===== src/rtl/riscv_pkg.sv =====
// riscv_pkg: shared RV32I decode types, opcode constants and the ALU code mapping.
package riscv_pkg;

  typedef enum logic [3:0] {
    ADD    = 4'd0,
    SUB    = 4'd1,
    SLL    = 4'd2,
    SLT    = 4'd3,
    SLTU   = 4'd4,
    XOR    = 4'd5,
    SRL    = 4'd6,
    SRA    = 4'd7,
    OR     = 4'd8,
    AND    = 4'd9,
    PASS_B = 4'd10
  } alu_op_e;

  typedef enum logic [1:0] {OP1_RS1 = 2'd0, OP1_PC = 2'd1, OP1_ZERO = 2'd2} op1_sel_e;
  typedef enum logic {OP2_RS2 = 1'b0, OP2_IMM = 1'b1} op2_sel_e;

  localparam logic [6:0] OP       = 7'b0110011;
  localparam logic [6:0] OP_IMM   = 7'b0010011;
  localparam logic [6:0] LUI      = 7'b0110111;
  localparam logic [6:0] AUIPC    = 7'b0010111;
  localparam logic [6:0] JAL      = 7'b1101111;
  localparam logic [6:0] JALR     = 7'b1100111;
  localparam logic [6:0] BRANCH   = 7'b1100011;
  localparam logic [6:0] LOAD     = 7'b0000011;
  localparam logic [6:0] STORE    = 7'b0100011;
  localparam logic [6:0] MISC_MEM = 7'b0001111;
  localparam logic [6:0] SYSTEM   = 7'b1110011;

  typedef struct packed {
    alu_op_e     alu_op;
    op1_sel_e    op1_sel;
    op2_sel_e    op2_sel;
    logic [31:0] imm;
    logic [4:0]  rs1_addr;
    logic [4:0]  rs2_addr;
    logic [4:0]  rd_addr;
    logic        reg_write;
    logic        mem_read;
    logic        mem_write;
    logic [2:0]  mem_size;
    logic        branch;
    logic [2:0]  br_cond;
    logic        jump;
    logic        illegal;
  } decode_word_t;

  // funct3 picks the ALU family; alt selects the SUB/SRA variant of ADD/SRL
  function automatic alu_op_e alu_from_f3(input logic [2:0] f3, input logic alt);
    case (f3)
      3'd0:    return alt ? SUB : ADD;
      3'd1:    return SLL;
      3'd2:    return SLT;
      3'd3:    return SLTU;
      3'd4:    return XOR;
      3'd5:    return alt ? SRA : SRL;
      3'd6:    return OR;
      default: return AND;
    endcase
  endfunction

endpackage


===== src/rtl/decode_comb.sv =====
// decode_comb: purely combinational RV32I instruction -> control word decoder.
module decode_comb
  import riscv_pkg::*;
(
  input  logic [31:0]  i_instr,
  output decode_word_t o_word
);

  logic [6:0]   w_opc;
  logic [2:0]   w_f3;
  logic [6:0]   w_f7;
  logic [31:0]  w_imm_i;
  logic [31:0]  w_imm_s;
  logic [31:0]  w_imm_b;
  logic [31:0]  w_imm_u;
  decode_word_t w_raw;

  assign w_opc   = i_instr[6:0];
  assign w_f3    = i_instr[14:12];
  assign w_f7    = i_instr[31:25];
  assign w_imm_i = {{20{i_instr[31]}}, i_instr[31:20]};
  assign w_imm_s = {{20{i_instr[31]}}, i_instr[31:25], i_instr[11:7]};
  assign w_imm_b = {{20{i_instr[31]}}, i_instr[7], i_instr[30:25], i_instr[11:8], 1'b0};
  assign w_imm_u = {i_instr[31:12], 12'h000};

  // raw per-opcode decode before the forcing rules are applied
  always_comb begin
    w_raw          = '0;
    w_raw.rs1_addr = i_instr[19:15];
    w_raw.rs2_addr = i_instr[24:20];
    w_raw.rd_addr  = i_instr[11:7];
    case (w_opc)
      OP: begin
        w_raw.alu_op    = alu_from_f3(w_f3, w_f7[5]);
        w_raw.reg_write = 1'b1;
        w_raw.illegal   = !(w_f7 == 7'h00 || (w_f7 == 7'h20 && (w_f3 == 3'd0 || w_f3 == 3'd5)));
      end
      OP_IMM: begin
        w_raw.alu_op    = alu_from_f3(w_f3, w_f3 == 3'd5 && w_f7[5]);
        w_raw.op2_sel   = OP2_IMM;
        w_raw.imm       = w_imm_i;
        w_raw.reg_write = 1'b1;
        w_raw.illegal   = (w_f3 == 3'd1 && w_f7 != 7'h00) ||
                          (w_f3 == 3'd5 && (w_f7 & 7'b1011111) != 7'h00);
      end
      LUI: begin
        w_raw.alu_op    = PASS_B;
        w_raw.op1_sel   = OP1_ZERO;
        w_raw.op2_sel   = OP2_IMM;
        w_raw.imm       = w_imm_u;
        w_raw.reg_write = 1'b1;
      end
      AUIPC: begin
        w_raw.op1_sel   = OP1_PC;
        w_raw.op2_sel   = OP2_IMM;
        w_raw.imm       = w_imm_u;
        w_raw.reg_write = 1'b1;
      end
      JAL, JALR: begin
        w_raw.op1_sel   = OP1_PC;
        w_raw.op2_sel   = OP2_IMM;
        w_raw.imm       = 32'd4;
        w_raw.jump      = 1'b1;
        w_raw.reg_write = 1'b1;
      end
      LOAD: begin
        w_raw.op2_sel   = OP2_IMM;
        w_raw.imm       = w_imm_i;
        w_raw.mem_read  = 1'b1;
        w_raw.mem_size  = w_f3;
        w_raw.reg_write = 1'b1;
        w_raw.illegal   = w_f3 == 3'd3 || w_f3 >= 3'd6;
      end
      STORE: begin
        w_raw.op2_sel   = OP2_IMM;
        w_raw.imm       = w_imm_s;
        w_raw.mem_write = 1'b1;
        w_raw.mem_size  = w_f3;
        w_raw.illegal   = w_f3 >= 3'd3;
      end
      BRANCH: begin
        w_raw.alu_op  = SUB;
        w_raw.imm     = w_imm_b;
        w_raw.branch  = 1'b1;
        w_raw.br_cond = w_f3;
        w_raw.illegal = w_f3[2:1] == 2'b01;
      end
      MISC_MEM: w_raw.illegal = 1'b0;
      SYSTEM:   w_raw.illegal = 1'b1;
      default:  w_raw.illegal = 1'b1;
    endcase
  end

  // x0 never gets written; illegal words keep no side effects so execute can trap cleanly
  always_comb begin
    o_word           = w_raw;
    o_word.reg_write = w_raw.reg_write && w_raw.rd_addr != 5'd0 && !w_raw.illegal;
    o_word.mem_read  = w_raw.mem_read && !w_raw.illegal;
    o_word.mem_write = w_raw.mem_write && !w_raw.illegal;
    o_word.branch    = w_raw.branch && !w_raw.illegal;
    o_word.jump      = w_raw.jump && !w_raw.illegal;
  end

endmodule


===== src/rtl/decode_stage.sv =====
// decode_stage: registered RV32I decode stage with valid/ready on both sides and flush.
// Optional DECODE_SKID_EN adds a one-entry skid buffer so in_ready is a pure register.
module decode_stage
  import riscv_pkg::*;
#(
  parameter int              XLEN     = 32,
  parameter logic [XLEN-1:0] RESET_PC = '0
) (
  input  logic            clk,
  input  logic            rst_n,
  input  logic            in_valid,
  output logic            in_ready,
  input  logic [31:0]     in_instr,
  input  logic [XLEN-1:0] in_pc,
  input  logic            flush,
  output logic            out_valid,
  input  logic            out_ready,
  output logic [3:0]      alu_op,
  output logic [1:0]      op1_sel,
  output logic            op2_sel,
  output logic [XLEN-1:0] imm,
  output logic [4:0]      rs1_addr,
  output logic [4:0]      rs2_addr,
  output logic [4:0]      rd_addr,
  output logic            reg_write,
  output logic            mem_read,
  output logic            mem_write,
  output logic [2:0]      mem_size,
  output logic            branch,
  output logic [2:0]      br_cond,
  output logic            jump,
  output logic            illegal,
  output logic [XLEN-1:0] pc_out
);

  decode_word_t    w_dec;
  decode_word_t    r_word;
  logic [XLEN-1:0] r_pc;
  logic            r_valid;

  decode_comb u_decode_comb (
    .i_instr (in_instr),
    .o_word  (w_dec)
  );

`ifdef DECODE_SKID_EN
  decode_word_t    r_skid;
  logic [XLEN-1:0] r_skid_pc;
  logic            r_skid_valid;

  assign in_ready = !r_skid_valid;

  // output register refills from the skid first; a word arriving during a stall parks in the skid
  always_ff @(posedge clk or negedge rst_n) begin
    if (!rst_n) begin
      r_valid      <= 1'b0;
      r_word       <= '0;
      r_pc         <= RESET_PC;
      r_skid_valid <= 1'b0;
      r_skid       <= '0;
      r_skid_pc    <= RESET_PC;
    end else if (flush) begin
      r_valid      <= 1'b0;
      r_skid_valid <= 1'b0;
    end else if (!r_valid || out_ready) begin
      if (r_skid_valid) begin
        r_valid      <= 1'b1;
        r_word       <= r_skid;
        r_pc         <= r_skid_pc;
        r_skid_valid <= 1'b0;
      end else begin
        r_valid <= in_valid;
        if (in_valid) begin
          r_word <= w_dec;
          r_pc   <= in_pc;
        end
      end
    end else if (in_valid && !r_skid_valid) begin
      r_skid_valid <= 1'b1;
      r_skid       <= w_dec;
      r_skid_pc    <= in_pc;
    end
  end
`else
  assign in_ready = !r_valid || out_ready;

  // single output register: load on accept, hold while stalled, drop on flush
  always_ff @(posedge clk or negedge rst_n) begin
    if (!rst_n) begin
      r_valid <= 1'b0;
      r_word  <= '0;
      r_pc    <= RESET_PC;
    end else if (flush) begin
      r_valid <= 1'b0;
    end else if (in_ready) begin
      r_valid <= in_valid;
      if (in_valid) begin
        r_word <= w_dec;
        r_pc   <= in_pc;
      end
    end
  end
`endif

  assign out_valid = r_valid;
  assign alu_op    = r_word.alu_op;
  assign op1_sel   = r_word.op1_sel;
  assign op2_sel   = r_word.op2_sel;
  assign imm       = r_word.imm;
  assign rs1_addr  = r_word.rs1_addr;
  assign rs2_addr  = r_word.rs2_addr;
  assign rd_addr   = r_word.rd_addr;
  assign reg_write = r_word.reg_write;
  assign mem_read  = r_word.mem_read;
  assign mem_write = r_word.mem_write;
  assign mem_size  = r_word.mem_size;
  assign branch    = r_word.branch;
  assign br_cond   = r_word.br_cond;
  assign jump      = r_word.jump;
  assign illegal   = r_word.illegal;
  assign pc_out    = r_pc;

endmodule


===== config.mk =====
export PLATFORM = sky130hd
export DESIGN_NAME = decode_stage
export DESIGN_NICKNAME = d
export VERILOG_FILES = /design/src/rtl/riscv_pkg.sv /design/src/rtl/decode_comb.sv /design/src/rtl/decode_stage.sv
export SDC_FILE = /design/constraint.sdc
export NUM_CORES = 1
export LEC_CHECK = 0
export ABC_CLOCK_PERIOD_IN_PS = 1700
export CAP_MARGIN = 10
export CORE_MARGIN = 2
export CORE_UTILIZATION = 40
export CTS_BUF_LIST = sky130_fd_sc_hd__clkbuf_8
export CTS_CLUSTER_SIZE = 25
export DETAILED_ROUTE_END_ITERATION = 16
export PLACE_DENSITY = 0.78
export SETUP_SLACK_MARGIN = 0.02
export SYNTH_ARGS = -nofsm -noshare
export SYNTH_HDL_FRONTEND = slang
export SYNTH_SLANG_ARGS = --single-unit

===== constraint.sdc =====
create_clock -name clk -period 1.7 [get_ports clk]
set_input_delay 0.51 -clock clk [delete_from_list [all_inputs] [get_ports clk]]
set_output_delay 0.51 -clock clk [all_outputs]
set_load 0.02 [all_outputs]

# After elaboration in Yosys (flattened, before gate mapping)
# Cells that the tools add are included.
[totals]
register_bits = 99
latchBits = 0
ramBits = 0
rom_bits = 0
in_bits = 69
out_inout_bits = 100
word_cells = 90
memories = 0
[classes]
n_addsub = 0
n_mul = 0
n_div = 0
n_lt_le_gt_ge = 2
eq_ne = 18
shifts = 0
n_mux = 19
bitwise_logic = 1
n_reduce_logical = 33
[op_table]
columns = ["operator", "n"]
rows = [
  ["32-bit one-hot mux with 5 select lines", 1],
  ["4-bit one-hot mux with 7 select lines", 2],
  ["7-bit by 6-bit == test with 1-bit output, second input constant", 4],
  ["7-bit == test, second input constant", 3],
  ["4-bit one-hot mux with 4 select lines", 1],
  ["7-bit by 5-bit == test with 1-bit output, second input constant", 2],
  ["7-bit nonzero test", 2],
  ["7-bit OR reduction", 2],
  ["1-bit two-way mux", 11],
  ["1-bit logical AND", 10],
  ["3-bit == test, second input constant", 3],
  ["2-bit OR reduction", 4],
  ["7-bit by 2-bit == test with 1-bit output, second input constant", 1],
  ["7-bit by 4-bit == test with 1-bit output, second input constant", 1],
  ["7-bit logical NOT", 1],
  ["3-bit by 2-bit == test with 1-bit output, second input constant", 2],
  ["1-bit one-hot mux with 6 select lines", 1],
  ["1-bit logical OR", 5],
  ["5-bit nonzero test", 1],
  ["5-bit OR reduction", 1],
  ["4-bit two-way mux", 1],
  ["2-bit one-hot mux with 2 select lines", 1],
  ["3-bit by 1-bit == test with 1-bit output, second input constant", 1],
  ["3-bit by 2-bit >= comparator with 1-bit output, second input constant", 1],
  ["9 further kinds", 11],
]

# Logic depth before layout (Yosys ltp)
# Gate-level depths: netlist of run 1.
[logic_depth]
depth_word = 8
depth_mapped = 8
mapped_depth_nobuf = 6

# By module
# A second synthesis of run 1 with hierarchy kept.
[hier_totals]
cells_unflattened = 346
area_unflattened_um2 = 4679.5
[modules_own_cells]
columns = ["mod", "n_inst", "cells_per_inst", "area_per_inst_um2", "seq_area_each_um2"]
rows = [
  ["decode_stage", 1, 213, 3817.4, 2477.4],
  ["decode_comb", 1, 133, 862.1, 0.0],
]

# Worst setup path before layout of run 1
# OpenSTA, ideal clock, no wires.
[synth_path]
path_type = "input -> register"
start = "input in_instr[31]"
end = "register r_word, in the netlist illegal"
t_arrival_ps = 1896
setup_slack_ps = -323
cell_stages = 5
n_path_buf = 0
path_cell_list = "or4_1 > nor3_2 > a211oi_1 > a211o_1 > o32a_1"
[synth_via]
elab_chain_len = 5
elab_cells_between_ends = 11
cone_classes = "eq/ne: 1; mux: 1; reduce/logical: 9"
[synth_rtl]
columns = ["element", "line_no", "source"]
rows = [
  ["from (decl)", "decode_stage.sv:13", "input logic [31:0] in_instr,"],
  ["7-bit by 6-bit == test with 1-bit output", "decode_comb.sv:36", "w_raw.illegal = !(w_f7 == 7'h00 || (w_f7 == 7'h20 && (w_f3 == 3'd0 || w_f3 == 3'd5)));"],
  ["1-bit logical AND", "decode_comb.sv:36", ""],
  ["1-bit logical OR", "decode_comb.sv:36", ""],
  ["1-bit logical NOT", "decode_comb.sv:36", ""],
  ["1-bit one-hot mux with 6 select lines (*)", "decode_comb.sv:32", "case (w_opc)"],
  ["to (signal assigned)", "decode_stage.sv:98", "r_word <= w_dec;"],
  ["to (decl)", "decode_stage.sv:37", "decode_word_t r_word;"],
]
# Every way passes the cells marked *; elsewhere a longest branch is shown, timed or not.
# A chain may end at the register's enable or synchronous reset.

# Final worst setup path of run 1
[layout_path]
start = "input in_instr[28]"
end = "register r_word, in the netlist branch"
[layout_via]
elab_chain_len = 7
elab_cells_between_ends = 13
cone_classes = "eq/ne: 1; mux: 1; reduce/logical: 11"
[layout_rtl]
columns = ["element", "line_no", "source"]
rows = [
  ["7-bit by 6-bit == test with 1-bit output", "decode_comb.sv:36", ""],
  ["1-bit logical AND", "decode_comb.sv:36", ""],
  ["1-bit logical OR", "decode_comb.sv:36", ""],
  ["1-bit logical NOT", "decode_comb.sv:36", ""],
  ["1-bit one-hot mux with 6 select lines (*)", "decode_comb.sv:32", ""],
  ["1-bit logical NOT (*)", "decode_comb.sv:100", "o_word.branch = w_raw.branch && !w_raw.illegal;"],
  ["1-bit logical AND (*)", "decode_comb.sv:100", ""],
]
# Marked as above.

==> out/qor.csv, run 1 <==
stage,metric,value,unit
placement,RD Place Congestion,0.922,
power,Internal,3.83,mW
power,total power,5.44,mW
power,combinational share of power,23.2,%
route,Iter 0 DRT Violations,257,
route,DRC Markers,0,
route,WL met2,6350,µm
clocking,CTS tree,done,
power,sequential share of power,48.6,%
setup_path,crit path DAT,2.07,ns
setup_path,crit path max fanout,4,
route,Post-Route WL,12900,µm
timing,Fin Hold WS,0.0378,ns
synthesis,number of synthesized flops with an enable pin,0,
timing,PnR worst setup slack,-0.0856,ns
power,Clk pwr share,28.2,%
final_layout,"commonest non-fill, non-tap cell in the layout",nand2_1,
power,Sw Ratio,29.6,%
setup_path,RR Endpoint,illegal$_DFFE_PN0P_,
final_layout,share of layout cells above drive strength 1,16.0,%
global_route,first-pass GRT wire length,20900,µm
die,Core Region,0.0102,mm²
setup_path,Worst setup EP type,register,
timing,Relative slew margins,77.0,%
timing,crit path time final,1.79,ns
route,DRT met1 WL,5490,µm
setup_path,R2R Setup Slk,0.07,ns
route,Avg WL per Cell,15.6,µm
job,max-cap violations,0,
global_route,vias in the first global route,4098,
synthesis,Yosys warnings,0,
timing,f_max,0.560,GHz
final_layout,Multi-input gate area,0.00168,mm²
status,failing checks,setup timing,
timing,Setup Skew,0.00838,ns
placement,I/O Buffers,168,
synthesis,post-synthesis net count,543,
timing,worst-margin pin slew,0.345,ns
global_route,antenna violations before repair,0,
placement,Post-DP Area,0.00653,mm²
final_layout,most frequent cells in the layout,"nand2_1, dlygate4sd2_1, dfrtp_1",
final_layout,n_diodes,0,
power,LEAKAGE,3.57,nW
timing,final hold violation count,0,
final_layout,Post-Route Utilization,66.3,%
global_route,GR Util All Layers,23.8,%
clocking,clock tree buffer depth,2,
timing,setup total negative slack,-0.244,ns
setup_path,Critical Path Max Stage Delay,0.53,ns
die,IO Pins,169,
setup_path,CP Class,input port to register,
setup_path,worst r2r path cells,6,
synthesis,"FF+latch count, synth",99,
setup_path,Critical Path Start Type,input port,
synthesis,ys async rst share,100,%
setup_path,Worst EP required,1.98,ns
status,status,"finished, violations left",
final_layout,sequential cell area,0.00248,mm²
clocking,CTS Root Cell,clkbuf_8,
synthesis,Main synth FF type,dfrtp_1,
route,Routed Antenna Nets,0,
global_route,largest net degree at the start of global routing,48,
clocking,htree depth,3,
min_path,Hold Path Class,input port to asynchronous set/reset pin,
timing,Final Max Slew Viols,0,
power,Worst IR Drop VDD,0.484,mV
placement,dpl hpwl,9500,µm
synthesis,Mean Syn Cell Area,8.85,µm²
clocking,clk sinks,99,
synthesis,Mapped Area,0.00419,mm²
synthesis,Synth cell types,38,
clocking,hold_buf cts,0,
die,Die Area,0.0113,mm²
setup_path,Worst path slowest cell,or4_4,
timing,final setup fails,3,
final_layout,nets@finish,758,
timing,crit share post-route,105,%
clocking,Num CTS Buffers,9,
route,iteration count of the initial detailed-routing pass,4,
setup_path,worst-path cell chain,"buf_6, or4_4, nor3_4, a211oi_2, a211o_1, buf_6, o31ai_1",
clocking,worst skew pair latency,0.37,ns
route,max layer used,met4,
synthesis,synthesized instance count,474,
final_layout,Filler cells,869,
synthesis,"Seq/Total Area, Yosys",59.1,%
power,pwr dens,802,mW/mm²
global_route,total grt overflow,0,
die,FP Rows,37,
setup_path,most used cell along the critical path,buf_6,
die,Die Span X,106,µm
clocking,Worst-path clk slew,0.09,ns
die,die height,106,µm
route,vias per cell,4.95,
setup_path,worst reg2reg path startpoint,out_valid$_DFFE_PN0P_,
route,via count,4107,
timing,RSZ-0062 raised after global routing,yes,
power,Switching Power,1.61,mW
final_layout,area grow syn2layout,61.9,%
die,Initial Util,41.0,%
route,met3 routed WL,831,µm
final_layout,Final Cell Area,0.00679,mm²
==> final cells by class <==
type	instances	area share (%)
inverter	5	0.277
tap	136	2.51
clock inverter	6	0.959
clock buffer	10	2.03
sequential	99	36.5
multi-input combinational	339	24.7
timing repair buffer	235	33.0
==> power groups by stage <==
| stage | registers, mW | clock network [mW] | logic [mW] |
|---|---|---|---|
| floorplan | 2.94 | 0 | 0.291 |
| global placement | 2.69 | 0 | 1.34 |
| detailed placement | 2.70 | 0 | 1.37 |
| CTS | 2.65 | 1.58 | 1.26 |
| global route | 2.67 | 1.68 | 1.36 |
| finish | 2.64 | 1.54 | 1.26 |
==> layer usage <==
metal  GRT usage, %  vias up
li1               -     1990
met1           29.6     1966
met2           39.7      128
met3           5.40       23
met4           10.1        0
met5              0        -
==> synth_stat cells (2+ instances only) <==
cell type,number,area (µm²)
or4_1,3,22.5
a22o_1,6,52.6
a21oi_1,26,130
nand2b_1,4,25.0
and3_1,2,12.5
o21ai_0,41,205
nand2_1,198,743
dfrtp_1,99,2480
nor3_1,3,15.0
nand3b_1,3,22.5
clkbuf_1,28,105
o31ai_1,5,37.5
a31oi_1,2,12.5
inv_1,5,18.8
a22oi_1,4,30.0
nand3_1,6,30.0
buf_2,2,10.0
a211oi_1,3,22.5
and2_0,2,12.5
and2_1,2,12.5
nor2_1,10,37.5
nor2b_1,4,25.0
==> critical path: cells and delay by family <==
| family | cells | cell delay (ns) |
|---|---|---|
| and+or+nand+nor | 2 | 0.73 |
| buffers and inverters | 2 | 0.24 |
| AOI/OAI and AO/OA | 3 | 0.59 |
==> repair_timing <==
action                     4_1_cts  5_1_grt
cloned                           2        0
setup endpoints to repair      192       32
resized for setup              147       28
buffers inserted                 1        1
pin swaps                       12        7
==> flip-flops by register name, summed over array words and instances, names as in the netlist <==
signal     flops
br_cond        3
alu_op         4
op2_sel        1
mem_size       3
op1_sel        2
branch         1
jump           1
rd_addr        5
pc_out        32
illegal        1
reg_write      1
rs1_addr       5
imm           32
mem_read       1
rs2_addr       5
mem_write      1
out_valid      1
==> stage by stage <==
step                setup WS, ns  std cells
finish                   -0.0856        830
global route             -0.0918        830
CTS                       -0.192        829
detailed placement        -0.851        810
global placement          -0.817        810
floorplan                 -0.307        474
==> logic make-up (layout without fill, tap and decap cells) <==
group           Yosys count  count (layout)  synth area share [%]
mux                       1               1                 0.269
buf+inv                  36             256                  3.28
compound gates           94              94                  13.1
simple gates            243             243                  24.0
flops                    99              99                  59.1
xor+xnor                  1               1                 0.209
==> worst max-delay path by stage <==
stage / start / to / slack [ns]
6_report: in_instr[28] / branch$_DFFE_PN0P_ / -0.09
4_1_cts: in_instr[27] / reg_write$_DFFE_PN0P_ / -0.19
3_5_place_dp: in_instr[31] / illegal$_DFFE_PN0P_ / -0.85
3_3_place_gp: in_instr[31] / illegal$_DFFE_PN0P_ / -0.82
5_1_grt: in_instr[28] / reg_write$_DFFE_PN0P_ / -0.09
2_1_floorplan: in_instr[31] / illegal$_DFFE_PN0P_ / -0.31
Note: power is estimated with default switching activity, not from simulation.
==> run 2: changes to the inputs <==
--- a/config.mk
+++ b/config.mk
@@ -10,9 +10,9 @@
 export CORE_MARGIN = 2
 export CORE_UTILIZATION = 40
 export CTS_BUF_LIST = sky130_fd_sc_hd__clkbuf_8
-export CTS_CLUSTER_SIZE = 25
+export CTS_CLUSTER_SIZE = 20
 export DETAILED_ROUTE_END_ITERATION = 16
-export PLACE_DENSITY = 0.78
+export PLACE_DENSITY = 0.74
 export SETUP_SLACK_MARGIN = 0.02
 export SYNTH_ARGS = -nofsm -noshare
 export SYNTH_HDL_FRONTEND = slang
==> out/qor.csv, run 2 (synthesis results as in run 1) <==
stage,metric,value,unit,change
setup_path,worst r2r path cells,7,,+1
clocking,clk sinks,99,,unchanged
clocking,Num CTS Buffers,9,,unchanged
global_route,first-pass GRT wire length,20500,µm,-2.0%
die,Die Span X,106,µm,unchanged
route,iteration count of the initial detailed-routing pass,5,,+1
clocking,Worst-path clk slew,0.10,ns,about the same
timing,RSZ-0062 raised after global routing,yes,,
clocking,worst skew pair latency,0.35,ns,-0.02 ns
final_layout,Final Cell Area,0.00676,mm²,-0.37%
clocking,CTS Root Cell,clkbuf_8,,
setup_path,worst-path cell chain,"buf_6, or4_4, nor3_4, a211oi_2, a211o_1, o32a_1",,
global_route,total grt overflow,0,,unchanged
setup_path,Critical Path Start Type,input port,,
setup_path,CP Class,input port to register,,
global_route,vias in the first global route,4200,,+2.5%
clocking,CTS tree,done,,
min_path,Hold Path Class,input port to asynchronous set/reset pin,,
clocking,clock tree buffer depth,2,,unchanged
power,pwr dens,822,mW/mm²,+2.5%
global_route,largest net degree at the start of global routing,98,,+100%
route,Routed Antenna Nets,0,,unchanged
status,status,"finished, violations left",,
route,vias per cell,4.95,,about the same
placement,RD Place Congestion,0.914,,-0.84%
timing,Final Max Slew Viols,0,,unchanged
global_route,GR Util All Layers,22.8,%,-0.97 points
placement,dpl hpwl,9330,µm,-1.8%
die,Initial Util,41.0,%,unchanged
route,Post-Route WL,12800,µm,-1.1%
route,Avg WL per Cell,15.4,µm,-1.3%
route,via count,4120,,+0.32%
global_route,antenna violations before repair,0,,unchanged
timing,PnR worst setup slack,-0.111,ns,-0.0256 ns
timing,final hold violation count,0,,unchanged
final_layout,nets@finish,761,,+0.40%
clocking,htree depth,3,,unchanged
route,DRC Markers,0,,unchanged
final_layout,"commonest non-fill, non-tap cell in the layout",nand2_1,,
setup_path,worst reg2reg path startpoint,out_valid$_DFFE_PN0P_,,
setup_path,Crit path max-delay family,simple AND/OR/NAND/NOR gates,,
die,Die Area,0.0113,mm²,unchanged
final_layout,most frequent cells in the layout,"nand2_1, dlygate4sd2_1, dfrtp_1",,
setup_path,Worst EP required,1.93,ns,-0.05 ns
placement,Setup WS pre-CTS,-0.902,ns,-0.0505 ns
setup_path,crit path max fanout,2,,-2
timing,f_max,0.552,GHz,-1.4%
die,die height,106,µm,unchanged
die,Core Region,0.0102,mm²,unchanged
placement,I/O Buffers,168,,unchanged
final_layout,Filler cells,867,,-0.23%
power,LEAKAGE,3.55,nW,-0.56%
final_layout,n_diodes,0,,unchanged
timing,crit path time final,1.81,ns,+0.0256 ns
power,Worst IR Drop VDD,0.519,mV,+7.2%
timing,crit share post-route,107,%,+1.5 points
route,Iter 0 DRT Violations,230,,-11%
final_layout,area grow syn2layout,61.3,%,
setup_path,crit path DAT,2.04,ns,-0.03 ns
placement,Inst Count DP,813,,+0.37%
final_layout,Post-Route Utilization,66.1,%,-0.24 points
timing,final setup fails,5,,+2
setup_path,Worst path slowest cell,or4_4,,
setup_path,Worst setup EP type,register,,
placement,Post-DP Area,0.00653,mm²,about the same
timing,worst-margin pin slew,0.571,ns,+0.225 ns
setup_path,R2R Setup Slk,0.12,ns,+0.05 ns
setup_path,RR Endpoint,imm[11]$_DFFE_PN0P_,,
setup_path,Critical Path Max Stage Delay,0.53,ns,about the same
job,max-cap violations,0,,unchanged
die,FP Rows,37,,unchanged
die,IO Pins,169,,unchanged
timing,Setup Skew,0.0127,ns,+0.00436 ns
final_layout,fin cells,832,,+0.24%
setup_path,crit path buf inv count,1,,-1
final_layout,share of layout cells above drive strength 1,15.7,%,-0.33 points
status,failing checks,setup timing,,
timing,Relative slew margins,61.9,%,-15 points
==> run 2: worst max-delay path by stage <==
| stage | startpoint | end | cells after the start |
|---|---|---|---|
| after CTS | in_instr[31] | reg_write$_DFFE_PN0P_ | 7 |
| final | in_instr[27] | illegal$_DFFE_PN0P_ | 6 |
| after global placement | in_instr[31] | illegal$_DFFE_PN0P_ | 6 |
| after floorplan | in_instr[31] | illegal$_DFFE_PN0P_ | 5 |
| after global routing | in_instr[27] | reg_write$_DFFE_PN0P_ | 7 |
| after detailed placement | in_instr[31] | illegal$_DFFE_PN0P_ | 6 |
==> run 2: area by class of cell <==
| cell class | count | area [µm²] | area share, % |
|---|---|---|---|
| sequential | 99 | 2480 | 36.6 |
| multi-input combinational | 339 | 1690 | 24.9 |
| timing repair buffer | 238 | 2190 | 32.3 |
| inverter | 5 | 18.8 | 0.278 |
| clock inverter | 5 | 85.1 | 1.26 |
| tap | 136 | 170 | 2.52 |
| clock buffer | 10 | 138 | 2.04 |
==> run 2: repair_timing <==
action                                  4_1_cts  5_1_grt
buffers inserted                              2        1
gates resized for setup                     146       28
pin swaps                                     9        8
hold buffers                                  1        0
endpoints found under the setup margin      187       35
hold endpoints to repair                      2        0
==> run 2: power by group <==
part,internal [mW],leakage [nW],switching [mW]
logic,0.541,2.14,0.700
clock network,0.870,0.109,0.800
registers,2.55,1.30,0.0982
==> run 2: metrics by stage <==
step	TNS (ns)	hold WS (ns)	total power [mW]
finish	-0.437	0.476	5.56
global route	-0.744	0.475	5.80
detailed placement	-47.01	0.307	4.06
floorplan	-0.677	0.214	3.23
CTS	-0.779	0.467	5.59
global placement	-44.45	0.306	4.03
==> run 2: worst reg2reg max path, stage by stage, from the launching register on <==
cell	delay, ns
dfrtp_1	0.39
nor2b_1	0.14
buf_4	0.14
nor3b_4	0.16
buf_6	0.16
o21ai_1	0.10
buf_4	0.15
o31ai_1	0.24
==> run 2: metal layers <==
metal | routed length [µm] | vias up | track usage [%]
li1 | - | 2000 | -
met1 | 5630 | 1972 | 29.9
met2 | 6290 | 125 | 38.6
met3 | 588 | 23 | 3.37
met4 | 291 | 0 | 7.89
met5 | 0 | - | 0
==> run 3: changes to the inputs <==
--- a/config.mk
+++ b/config.mk
@@ -12,8 +12,8 @@
 export CTS_BUF_LIST = sky130_fd_sc_hd__clkbuf_8
 export CTS_CLUSTER_SIZE = 20
 export DETAILED_ROUTE_END_ITERATION = 16
-export PLACE_DENSITY = 0.74
-export SETUP_SLACK_MARGIN = 0.02
+export PLACE_DENSITY = 0.78
+export SETUP_SLACK_MARGIN = 0.3
 export SYNTH_ARGS = -nofsm -noshare
 export SYNTH_HDL_FRONTEND = slang
 export SYNTH_SLANG_ARGS = --single-unit
==> out/qor.csv, run 3 (synthesis results as in run 1) <==
stage,metric,value,unit,change
final_layout,Post-Route Utilization,84.4,%,+18 points
route,max layer used,met4,,
global_route,antenna violations before repair,0,,unchanged
clocking,Worst-path clk slew,0.10,ns,about the same
timing,RSZ-0062 raised after global routing,yes,,
power,Switching Power,1.95,mW,+22%
clocking,clk sinks,99,,unchanged
setup_path,Worst setup EP type,register,,
die,Die Span X,106,µm,unchanged
route,iteration count of the initial detailed-routing pass,5,,unchanged
timing,Fin Hold WS,0.0359,ns,-0.440 ns
timing,Final Max Slew Viols,0,,unchanged
route,Routed Antenna Nets,0,,unchanged
clocking,CTS Root Cell,clkbuf_8,,
route,DRT met1 WL,6900,µm,+23%
route,met3 routed WL,1360,µm,+130%
clocking,worst skew pair latency,0.38,ns,+0.03 ns
timing,Relative slew margins,75.5,%,+14 points
setup_path,CP Class,input port to register,,
timing,crit path time final,1.77,ns,-0.0429 ns
setup_path,crit path DAT,2.05,ns,about the same
power,Worst IR Drop VDD,0.471,mV,-9.3%
global_route,largest net degree at the start of global routing,33,,-66%
power,sequential share of power,42.4,%,-5.2 points
clocking,Num CTS Buffers,9,,unchanged
status,failing checks,setup timing,,
global_route,GR Util All Layers,27.7,%,+4.9 points
route,Avg WL per Cell,20.0,µm,+30%
route,WL met2,9510,µm,+51%
final_layout,n_diodes,0,,unchanged
final_layout,most frequent cells in the layout,"buf_6, nand2_1, buf_4",,
final_layout,nets@finish,850,,+12%
timing,Setup Skew,0.0181,ns,+0.00536 ns
global_route,vias in the first global route,4817,,+15%
setup_path,crit path max fanout,4,,+2
clocking,clock tree buffer depth,2,,unchanged
setup_path,Worst EP required,1.98,ns,+0.05 ns
setup_path,beginning of the critical path,in_instr[27],,
timing,crit share post-route,104,%,-2.5 points
setup_path,worst reg2reg path startpoint,out_valid$_DFFE_PN0P_,,
power,pwr dens,740,mW/mm²,-9.9%
min_path,Hold Path Class,input port to asynchronous set/reset pin,,
final_layout,"commonest non-fill, non-tap cell in the layout",buf_6,,
die,Core Region,0.0102,mm²,unchanged
clocking,hold_buf cts,0,,-1
die,IO Pins,169,,unchanged
die,FP Rows,37,,unchanged
global_route,total grt overflow,0,,unchanged
timing,final setup fails,5,,unchanged
route,DRC Markers,0,,unchanged
timing,PnR worst setup slack,-0.0683,ns,+0.0429 ns
route,via count,5021,,+22%
route,Iter 0 DRT Violations,339,,+47%
timing,worst-margin pin slew,0.367,ns,-0.204 ns
clocking,CTS tree,done,,
placement,I/O Buffers,168,,unchanged
power,LEAKAGE,4.32,nW,+22%
die,die height,106,µm,unchanged
global_route,first-pass GRT wire length,24500,µm,+19%
die,Initial Util,41.0,%,unchanged
power,Sw Ratio,30.6,%,+1.8 points
die,Die Area,0.0113,mm²,unchanged
power,Internal,4.43,mW,+12%
final_layout,share of layout cells above drive strength 1,55.2,%,+39 points
route,vias per cell,5.45,,+10%
timing,f_max,0.566,GHz,+2.4%
power,total power,6.39,mW,+15%
status,status,"finished, violations left",,
placement,RD Place Congestion,0.858,,-6.1%
setup_path,Critical Path Start Type,input port,,
timing,final hold violation count,0,,unchanged
power,combinational share of power,31.0,%,+8.6 points
final_layout,area grow syn2layout,106,%,
placement,dpl hpwl,9820,µm,+5.3%
job,max-cap violations,0,,unchanged
clocking,htree depth,3,,unchanged
power,Clk pwr share,26.6,%,-3.4 points
route,Post-Route WL,18400,µm,+44%
## run 3: power by group through the flow
stage	combinational (mW)	sequential, mW	clock, mW
global placement	1.37	2.69	0
detailed placement	1.40	2.70	0
global route	2.08	2.72	1.81
finish	1.98	2.71	1.70
CTS	1.65	2.69	1.69
floorplan	0.339	2.94	0
## run 3: worst paths after layout
check	to	slack [ns]	depth (start not counted)
worst min-delay path	rs1_addr[1]$_DFFE_PN0P_	0.04	1
worst max-delay path	branch$_DFFE_PN0P_	-0.07	7
worst min register to register	pc_out[0]$_DFFE_PN0P_	0.52	2
min in group clk	imm[8]$_DFFE_PN0P_	0.45	3
worst max register to register	rd_addr[3]$_DFFE_PN0P_	0.07	9
max in group asynchronous	rd_addr[3]$_DFFE_PN0P_	1.16	2
## run 3: area by class of cell
| type | count | area (µm²) |
|---|---|---|
| inverter | 5 | 26.3 |
| clock buffer | 10 | 138 |
| fill | 497 | 1600 |
| tap | 136 | 170 |
| sequential | 99 | 2480 |
| timing repair buffer | 327 | 3450 |
| multi-input combinational | 339 | 2290 |
| clock inverter | 5 | 77.6 |
## run 3: repair_timing
item                                   in CTS  in global routing
setup endpoints to repair                 198                197
pin swaps                                  59                 68
endpoints found under the hold margin       0                  0
resized for setup                         756                105
setup buffers                              42                 42
gates cloned                                6                  3
## run 3: worst max-delay path: stages
cell and delay (ns):
buf_6 0.09, or4_4 0.55, nor3_4 0.17, a211oi_2 0.10, a211o_1 0.32, buf_6 0.15
o31ai_4 0.17
## run 3: metal layers
layer  vias to the layer above  global-route usage (%)
li1                       2185                       -
met1                      2482                    34.5
met2                       279                    48.4
met3                        75                    4.84
met4                         0                    9.68
met5                         -                       0
## run 3: stage by stage
| step | setup TNS (ns) | cell area, µm² | setup WS (ns) | cells |
|---|---|---|---|---|
| floorplan | -0.677 | 4510 | -0.307 | 474 |
| global placement | -38.90 | 6710 | -0.823 | 813 |
| detailed placement | -40.69 | 6710 | -0.842 | 813 |
| CTS | -0.388 | 7860 | -0.101 | 876 |
| global route | -0.589 | 8630 | -0.135 | 921 |
| finish | -0.269 | 8630 | -0.0683 | 921 |
==> RTL edit: new RTL, config.mk and constraints of run 1 <==
Add a define of `DECODE_SKID_EN`.
--- a/src/rtl/decode_stage.sv
+++ b/src/rtl/decode_stage.sv
@@ -2,2 +2,4 @@
 // Optional DECODE_SKID_EN adds a one-entry skid buffer so in_ready is a pure register.
+`define DECODE_SKID_EN
+
 module decode_stage
Behaviour: not the same (Yosys sat finds a counterexample within 4 cycles, from zero or initial values and one cycle with rst_n low).
==> RTL edit against run 1 <==
  * The run still ends with setup timing left
  * Setup slack worse by 93 ps
  * Area after synthesis increased by 110%
  * Sequential cell count increased by 99
  * Via count up 94%
  * First-iteration DRC count increased by 140%
  * Power grew 98%
  * Maximum frequency decreased by 5.0%
  * Count of clock-buffer cells in the layout up 7
  * Final area grew 79%
  * Routed wire length up 100%
  * Cell count increased by 81%
==> RTL edit: results <==
{
  "grt_pass1_wl_um": 40200,
  "routed_via_density": 5.32,
  "grt.total_usage_pct": 21.5,
  "min_from": "in_instr[26]",
  "ys_seq_area_share_pct": 56.0,
  "synthTopCellsByCount": "nand2_1 (305), dfrtp_1 (198), o21ai_0 (141), clkbuf_1 (61), mux2i_1 (48)",
  "nets": 1275,
  "drive_above_1_share_pct": 25.4,
  "setup_tns_ps": -693,
  "wirelength_um": 26500,
  "cp_max_fo": 5,
  "antenna_cells": 0,
  "clk_pin_slew_ps": 110,
  "firstDrtPassIters": 5,
  "place_area_mm2": 0.0116,
  "critPathArrivalTime_ps": 2260,
  "synthXorXnorAreaFrac_pct": 0.0991,
  "clock_latency_ps": 480,
  "whs_path_depth": 4,
  "fin_ws_ps": -179,
  "wire_per_inst_um": 17.6,
  "swShare_pct": 31.5,
  "hpwlAfterDp_um": 17000,
  "relSlewSlack_pct": 60.4,
  "ir_drop_uv": 438,
  "reg2reg_from": "r_skid_valid$_DFFE_PN0P_",
  "violations": "setup timing",
  "gp_congestion": 0.930,
  "ys_types": 45,
  "synth_mux_area_share_pct": 6.07,
  "finalClockSkew_ps": 11.3,
  "fin_hold_ws_ps": 451,
  "syn_inst": 962,
  "status": "finished with violations",
  "final.fill_count": 1966,
  "cts_buffers": 17,
  "grt_pass1_vias": 7732,
  "clock_path_buffers": 2,
  "synth.net_count": 1031,
  "power_leakage_nw": 5.65,
  "r2r_slack_ps": 10,
  "post-place-cells": 1435,
  "overflow": 0,
  "grt_max_degree": 65,
  "synth_compound_area_share_pct": 16.5,
  "finalSetupViolCount": 7
}
RTL edit: cell count changes in the layout (fill, tap and decap cells not counted), moves of 17 or more:
cell and change:
nand2_1 +105, dfrtp_1 +97, dlygate4sd2_1 -97, a211oi_1 +17
o21ai_0 +100, buf_2 +93, mux2i_1 +48, buf_4 +43
RTL edit: cell type report:
type                            count  area (um^2)  area share, %
Clock buffer                       17          234           1.93
Clock inverter                     15          146           1.21
Inverter                            4         17.5          0.144
Multi-Input combinational cell    687         3820           31.5
Sequential cell                   198         4960           40.9
Tap cell                          280          350           2.89
Timing Repair Buffer              298         2610           21.5
RTL edit: cells by family (layout without fill, tap and decap cells):
family | Yosys count | after routing
buffers and inverters | 79 | 334
muxes | 53 | 53
AOI/OAI and AO/OA | 252 | 252
and+or+nand+nor | 379 | 381
xor gates and xnor gates | 1 | 1
DFF | 198 | 198
RTL edit: timing repair:
action / in CTS / in global routing
endpoints found under the hold margin: 36 / 0
pin swaps: 13 / 11
cloned: 0 / 10
gates resized for setup: 396 / 88
setup endpoints to repair: 215 / 201
setup buffers: 8 / 13
hold buffers: 1 / 0
RTL edit: power by group through the flow:
| stage | Clock, mW | Combinational [mW] | Sequential, mW |
|---|---|---|---|
| after floorplan | 0 | 0.716 | 5.96 |
| after global placement | 0 | 2.26 | 5.65 |
| after detailed placement | 0 | 2.31 | 5.68 |
| after CTS | 3.09 | 2.20 | 5.58 |
| after global routing | 3.27 | 2.36 | 5.65 |
| final | 3.02 | 2.15 | 5.58 |
RTL edit: layer usage:
metal	track usage (%)	routed length, um	share of wire, %	up-vias
met5	0	0	0	-
li1	-	-	-	3773
met4	9.04	703	2.7	0
met2	35.0	12800	48	250
met1	28.4	11500	43	3912
met3	4.07	1530	5.8	46
